## src/rtl/spi_resp_pkg.sv

```systemverilog
// Shared types and constants for the SPI sensor responder.
package spi_resp_pkg;

    localparam int unsigned ADDR_W = 6;
    localparam logic [ADDR_W-1:0] WHO_AM_I_ADDR = 6'h0F;

    typedef enum logic [1:0] {
        IDLE,
        CMD,
        DATA
    } state_t;

endpackage

```

## src/rtl/spi_sensor_resp_if.sv

```systemverilog
// SPI pin bundle between initiator (master) and responder (slave).
interface spi_sensor_resp_if;

    logic spc;
    logic cs;
    logic sdi;
    logic sdo;
    logic sdo_oe;

    modport master (output spc, output cs, output sdi, input sdo, input sdo_oe);
    modport slave  (input spc, input cs, input sdi, output sdo, output sdo_oe);

endinterface

```

## src/rtl/spi_edge_sync.sv

```systemverilog
// Multi-flop synchronizer with rise/fall pulse detection in the clk domain.
module spi_edge_sync
    import spi_resp_pkg::*;
#(
    parameter int unsigned STAGES  = 2,
    parameter logic        RST_VAL = 1'b1
) (
    input  logic clk,
    input  logic rstn,
    input  logic din,
    output logic rise,
    output logic fall
);

    logic [STAGES-1:0] sync_q;
    logic              prev_q;
    logic [STAGES:0]   flush_q;

    always_ff @(posedge clk or negedge rstn) begin
        if (!rstn) begin
            sync_q  <= {STAGES{RST_VAL}};
            prev_q  <= RST_VAL;
            flush_q <= '0;
        end else begin
            sync_q[0]  <= din;
            flush_q[0] <= 1'b1;
            for (int unsigned i = 1; i < STAGES; i++) begin
                sync_q[i] <= sync_q[i-1];
            end
            for (int unsigned i = 1; i <= STAGES; i++) begin
                flush_q[i] <= flush_q[i-1];
            end
            prev_q <= sync_q[STAGES-1];
        end
    end

    // Edges are only reported once both compared values are real post-reset
    // samples, so a level held through reset never looks like a fresh edge.
    assign rise = flush_q[STAGES] &  sync_q[STAGES-1] & ~prev_q;
    assign fall = flush_q[STAGES] & ~sync_q[STAGES-1] &  prev_q;

endmodule

```

## src/rtl/spi_sensor_resp.sv

```systemverilog
// SPI mode-3 sensor responder: 64x8 register file with SPI and host access.
module spi_sensor_resp
    import spi_resp_pkg::*;
#(
    parameter logic [7:0]  WHO_AM_I    = 8'h33,
    parameter int unsigned SYNC_STAGES = 2
) (
    input  logic              clk,
    input  logic              rstn,
    spi_sensor_resp_if.slave  spi,
    input  logic              host_we,
    input  logic [ADDR_W-1:0] host_addr,
    input  logic [7:0]        host_wdata,
    input  logic [ADDR_W-1:0] host_raddr,
    output logic [7:0]        host_rdata,
    output logic              spi_wr,
    output logic [ADDR_W-1:0] spi_wr_addr,
    output logic [7:0]        spi_wr_data
);

    logic spc_rise, spc_fall, cs_rise, cs_fall;
    logic [SYNC_STAGES-1:0] sdi_q;
    logic sdi_s;

    spi_edge_sync #(.STAGES(SYNC_STAGES), .RST_VAL(1'b1)) u_spc_sync (
        .clk  (clk),
        .rstn (rstn),
        .din  (spi.spc),
        .rise (spc_rise),
        .fall (spc_fall)
    );

    spi_edge_sync #(.STAGES(SYNC_STAGES), .RST_VAL(1'b1)) u_cs_sync (
        .clk  (clk),
        .rstn (rstn),
        .din  (spi.cs),
        .rise (cs_rise),
        .fall (cs_fall)
    );

    always_ff @(posedge clk or negedge rstn) begin
        if (!rstn) begin
            sdi_q <= '0;
        end else begin
            sdi_q[0] <= spi.sdi;
            for (int unsigned i = 1; i < SYNC_STAGES; i++) begin
                sdi_q[i] <= sdi_q[i-1];
            end
        end
    end
    assign sdi_s = sdi_q[SYNC_STAGES-1];

    state_t            state_q, state_d;
    logic [2:0]        bit_cnt_q;
    logic [6:0]        shift_in_q;
    logic [7:0]        shift_out_q;
    logic              sdo_q;
    logic              rw_q, ms_q;
    logic [ADDR_W-1:0] addr_q;
    logic [7:0]        mem_q [64];

    logic [7:0]        rx_byte;
    logic [ADDR_W-1:0] next_addr;
    logic              byte_done, cmd_done, data_done, wr_commit;

    function automatic logic [7:0] reg_rd(input logic [ADDR_W-1:0] a);
        return (a == WHO_AM_I_ADDR) ? WHO_AM_I : mem_q[a];
    endfunction

    // The 8th bit is taken straight from the synchronizer, so only seven bits are stored.
    assign rx_byte   = {shift_in_q, sdi_s};
    assign byte_done = spc_rise && (bit_cnt_q == 3'd7);
    assign cmd_done  = (state_q == CMD)  && byte_done && !cs_rise;
    assign data_done = (state_q == DATA) && byte_done && !cs_rise;
    assign wr_commit = data_done && !rw_q && (addr_q != WHO_AM_I_ADDR);
    assign next_addr = ms_q ? addr_q + 6'd1 : addr_q;

    always_ff @(posedge clk or negedge rstn) begin
        if (!rstn) state_q <= IDLE;
        else       state_q <= state_d;
    end

    always_comb begin
        state_d = state_q;
        case (state_q)
            IDLE:    if (cs_fall) state_d = CMD;
            CMD:     if (cs_rise) state_d = IDLE;
                     else if (byte_done) state_d = DATA;
            DATA:    if (cs_rise) state_d = IDLE;
            default: state_d = IDLE;
        endcase
    end

    always_ff @(posedge clk or negedge rstn) begin
        if (!rstn) begin
            bit_cnt_q   <= '0;
            shift_in_q  <= '0;
            shift_out_q <= '0;
            sdo_q       <= 1'b0;
            rw_q        <= 1'b0;
            ms_q        <= 1'b0;
            addr_q      <= '0;
            spi_wr      <= 1'b0;
            spi_wr_addr <= '0;
            spi_wr_data <= '0;
        end else begin
            spi_wr <= 1'b0;
            if (state_q == IDLE) begin
                bit_cnt_q <= '0;
                sdo_q     <= 1'b0;
            end else if (spc_rise) begin
                bit_cnt_q  <= bit_cnt_q + 3'd1;
                shift_in_q <= rx_byte[6:0];
            end
            if (cmd_done) begin
                rw_q   <= rx_byte[7];
                ms_q   <= rx_byte[6];
                addr_q <= rx_byte[5:0];
                if (rx_byte[7]) shift_out_q <= reg_rd(rx_byte[5:0]);
            end
            if (data_done) begin
                addr_q <= next_addr;
                if (rw_q) shift_out_q <= reg_rd(next_addr);
            end
            if (wr_commit) begin
                spi_wr      <= 1'b1;
                spi_wr_addr <= addr_q;
                spi_wr_data <= rx_byte;
            end
            if ((state_q == DATA) && rw_q && spc_fall && !cs_rise) begin
                sdo_q       <= shift_out_q[7];
                shift_out_q <= {shift_out_q[6:0], 1'b0};
            end
        end
    end

    // SPI commit is applied after the host write so it wins on an address clash.
    always_ff @(posedge clk or negedge rstn) begin
        if (!rstn) begin
            mem_q      <= '{default: '0};
            host_rdata <= '0;
        end else begin
            if (host_we && (host_addr != WHO_AM_I_ADDR)) mem_q[host_addr] <= host_wdata;
            if (wr_commit) mem_q[addr_q] <= rx_byte;
            host_rdata <= reg_rd(host_raddr);
        end
    end

    // DATA is only ever left through a cs rising edge, so inside DATA the
    // synchronized cs is low in every cycle except the one flagging cs_rise.
    assign spi.sdo_oe = (state_q == DATA) && rw_q && !cs_rise;
    assign spi.sdo    = spi.sdo_oe & sdo_q;

endmodule
```

## src/flat_wrapper.sv

```systemverilog
// flat-port wrapper written by rule: the top's interface ports become plain ports
module spi_sensor_resp_flat import spi_resp_pkg::*;
#(
    parameter logic [7:0]  WHO_AM_I    = 8'h33,
    parameter int unsigned SYNC_STAGES = 2
)
  (clk, rstn, host_we, host_addr, host_wdata, host_raddr, host_rdata, spi_wr, spi_wr_addr, spi_wr_data, spi_spc, spi_cs, spi_sdi, spi_sdo, spi_sdo_oe);
  spi_sensor_resp_if spi_i ();
  input  logic clk;
  input  logic rstn;
  input  logic host_we;
  input  logic [ADDR_W-1:0] host_addr;
  input  logic [7:0] host_wdata;
  input  logic [ADDR_W-1:0] host_raddr;
  output logic [7:0] host_rdata;
  output logic spi_wr;
  output logic [ADDR_W-1:0] spi_wr_addr;
  output logic [7:0] spi_wr_data;
  input wire logic [$bits(spi_i.spc)-1:0] spi_spc;
  input wire logic [$bits(spi_i.cs)-1:0] spi_cs;
  input wire logic [$bits(spi_i.sdi)-1:0] spi_sdi;
  output wire logic [$bits(spi_i.sdo)-1:0] spi_sdo;
  output wire logic [$bits(spi_i.sdo_oe)-1:0] spi_sdo_oe;
  assign spi_i.spc = spi_spc;
  assign spi_i.cs = spi_cs;
  assign spi_i.sdi = spi_sdi;
  assign spi_sdo = spi_i.sdo;
  assign spi_sdo_oe = spi_i.sdo_oe;
  spi_sensor_resp #(.WHO_AM_I(WHO_AM_I), .SYNC_STAGES(SYNC_STAGES)) u_core (.clk(clk), .rstn(rstn), .spi(spi_i), .host_we(host_we), .host_addr(host_addr), .host_wdata(host_wdata), .host_raddr(host_raddr), .host_rdata(host_rdata), .spi_wr(spi_wr), .spi_wr_addr(spi_wr_addr), .spi_wr_data(spi_wr_data));
endmodule
```

## config.mk

```make
export PLATFORM = sky130hd
export DESIGN_NAME = spi_sensor_resp_flat
export DESIGN_NICKNAME = d
export VERILOG_FILES = /design/src/rtl/spi_resp_pkg.sv /design/src/rtl/spi_sensor_resp_if.sv /design/src/rtl/spi_edge_sync.sv /design/src/rtl/spi_sensor_resp.sv /design/src/flat_wrapper.sv
export SDC_FILE = /design/constraint.sdc
export NUM_CORES = 2
export LEC_CHECK = 0
export BUFFER_PORTS_ARGS = -buffer_cell sky130_fd_sc_hd__buf_2
export CAP_MARGIN = 20
export CORE_MARGIN = 2
export CORE_UTILIZATION = 40
export DETAILED_ROUTE_END_ITERATION = 8
export GPL_ROUTABILITY_DRIVEN = 0
export PLACE_DENSITY = 0.52
export SLEW_MARGIN = 20
export SYNTH_ARGS = -nofsm -noshare
export SYNTH_HDL_FRONTEND = slang
export SYNTH_SLANG_ARGS = --single-unit
```

## constraint.sdc

```tcl
create_clock -name clk -period 8.04 [get_ports clk]
set_input_delay 1.608 -clock clk [delete_from_list [all_inputs] [get_ports clk]]
set_output_delay 1.608 -clock clk [all_outputs]
set_load 0.02 [all_outputs]
```

==> run summary <==
Routed Antenna Nets: 0
slew of the pin with the lowest slew margin: 1200 ps
Fill cells: 8,907
Routed WL per cell: 32.8 um
Max Clock Skew: 33.8 ps
syn nets: 3,592
setup repair after global routing missed its margin: no
Post-layout nets: 3,456
share of cells above drive strength 1: 21.0%
top cell type's share of synthesized area: 36.6%
total wire length: 156,000 um
post-synthesis register bit count: 575
largest net degree at the start of global routing: 156
Die Height: 316 um
DRT iter0 DRCs: 4,560
post-CTS resize count: 0
Vias: 31,385
final setup fails: 0
Vias/cell: 6.60
P_leak: 16.0 nW
hold_buf cts: 0
root buf cell: clkbuf_16
htree depth: 3
Max-Cap Viols: 0
top area cells in the synthesized netlist: dfrtp_1, mux4_2, mux2i_1
I/O Buffers: 50
post-layout minimum cycle time: 4550 ps
Syn Area/Cell: 10.9 um2
fin crit share: 56.6%
Critical Path Sink Type: register
Sequential Area: 14,400 um2
# DRC: 0
fmax: 220 MHz
Max Root-Sink Buffers: 3
number of global-route vias before repair: 28,912
die area: 99,900 um2
ys async rst share: 100%
Final Slew Violations: 0
area leader, netlist: dfrtp_1
Synth top cells by count: dfrtp_1, mux2i_1, nor2_1
GRT Util Overall: 31.4%
Horiz. Die Dim: 316 um
Clk pin slew, worst setup/hold paths: 60 ps
most frequent cell after synthesis: dfrtp_1
Rel. slew slack: 19.6%
core footprint: 96,600 um2
worst min-delay path category: register to register
Inserted Clock Buffers: 73
CP Data Arrival Time: 5110 ps
Synth Flop Type: dfrtp_1
sequential area share after synthesis: 37.0%
post-DP HPWL: 102,000 um
drt first pass iters: 6
Total Neg Setup Slack: 0 ps
EDFF count, synth: 0
crit path max fanout: 28
Synth warnings: 0
clk sink count: 575
status: completed
num ports: 51
Tot Pwr: 0.00961 W
critical path startpoint category: register
gr ovfl total: 0
initial antenna violation count: 9
WP data required: 8600 ps
pre-CTS setup slack: 3180 ps
Pwr per Cell Area: 224 nW/um2
Post-Syn Instances: 3,563
starting density of the core: 40.3%
Peak VDD IR: 0.141 mV
Multi-input gate area: 23,300 um2
Rows: 114
final hold viol count: 0
critical path type: register to register
synthesis-to-finish area growth: 9.98%
clk_lat worst skew: 670 ps
Syn Std Cell Area: 39,000 um2
post-CTS setup buffers: 0
Final WS setup: 3490 ps
clock tree from TritonCTS: yes
Distinct cells, synth: 68
first-pass GRT wire length: 226,000 um
[sequential cells by signal (all words and copies together), names as in the netlist, 2 cells and up]
name / cells
u_core.addr_q: 6
u_core.bit_cnt_q: 3
u_core.host_rdata: 8
u_core.mem_q: 512
u_core.sdi_q: 2
u_core.shift_in_q: 7
u_core.shift_out_q: 8
u_core.spi_wr_addr: 6
u_core.spi_wr_data: 8
u_core.state_q: 2
u_core.u_cs_sync.sync_q: 2
u_core.u_spc_sync.flush_q: 2
u_core.u_spc_sync.sync_q: 2
[cells in the final DEF (no fill, tap or decap), drive strengths merged, types with 6 or more instances in the layout]
master / count
nor3: 18
xnor2: 6
o211ai: 6
o221ai: 7
mux2: 17
inv: 8
o22ai: 26
nand3: 43
dfstp: 6
a221oi: 8
buf: 134
a31oi: 13
nand3b: 12
nand2: 289
mux2i: 564
nor2: 512
nand4: 10
clkbuf: 111
clkinv: 8
o21ai: 86
a22o: 6
and3: 11
nor2b: 17
a21oi: 469
dfrtp: 569
nand4b: 6
mux4: 421
[critical path, cell delays in order (launching register included)]
cell and delay, ps:
dfrtp_1 700, xnor2_4 900, buf_4 620, mux4_2 570, nand2_1 90, a21oi_1 70, a221oi_1 780, o21ai_0 320
o31a_1 340
[metal layers]
metal	share of wire (%)	track usage, %
met1	41	44.8
met2	44	45.6
met3	11	7.84
met4	4.7	13.1
met5	0.081	0
[cells by family after synthesis]
group | after synthesis | synth area share [%]
XOR/XNOR | 11 | 0.334
multiplexers | 1002 | 39.3
AND/OR/NAND/NOR | 959 | 10.4
buffers and inverters | 353 | 3.73
other | 1 | 0.00963
flip-flops | 575 | 37.0
AO/OA/AOI/OAI | 659 | 9.18
adder cells (fa/ha/maj) | 3 | 0.0964
[final timing paths]
path	start	cells past startpoint	slack [ps]	end
hold reg to reg	u_core.sdi_q[0]	0	350	u_core.sdi_q[1]
setup reg to reg	u_core.ms_q	8	3490	u_core.shift_out_q[1]
hold / removal	u_core.sdi_q[0]	0	350	u_core.sdi_q[1]
min in group asynchronous	rstn	1	1020	u_core.spi_wr_data[5]
max in group asynchronous	rstn	3	5390	u_core.mem_q[276]
setup / recovery	u_core.ms_q	8	3490	u_core.shift_out_q[1]
[where the power goes]
| part | internal [W] | total (W) | switching [W] |
|---|---|---|---|
| clock | 0.00209 | 0.00347 | 0.00138 |
| combinational | 0.00107 | 0.00226 | 0.00120 |
| sequential | 0.00325 | 0.00387 | 0.000620 |
[stage by stage]
stage / utilization [%] / std cells / cell area [um2] / hold slack [ps]
after floorplan: - / 3563 / 39000 / 331
after global placement: 41.7 / 4624 / 40300 / 336
after detailed placement: 41.8 / 4625 / 40300 / 335
after CTS: 44.3 / 4750 / 42800 / 349
after global routing: 44.4 / 4753 / 42800 / 360
final: 44.4 / 4755 / 42800 / 347
[layout make-up]
| type | count | share of cell area, % |
|---|---|---|
| Antenna cell | 2 | 0.0117 |
| Clock buffer | 110 | 5.28 |
| Clock inverter | 15 | 0.491 |
| Inverter | 7 | 0.0613 |
| Multi-Input combinational cell | 2635 | 54.3 |
| Sequential cell | 575 | 33.7 |
| Tap cell | 1276 | 3.73 |
| Timing Repair Buffer | 135 | 2.47 |
Note: power is estimated with default switching activity, not from simulation.
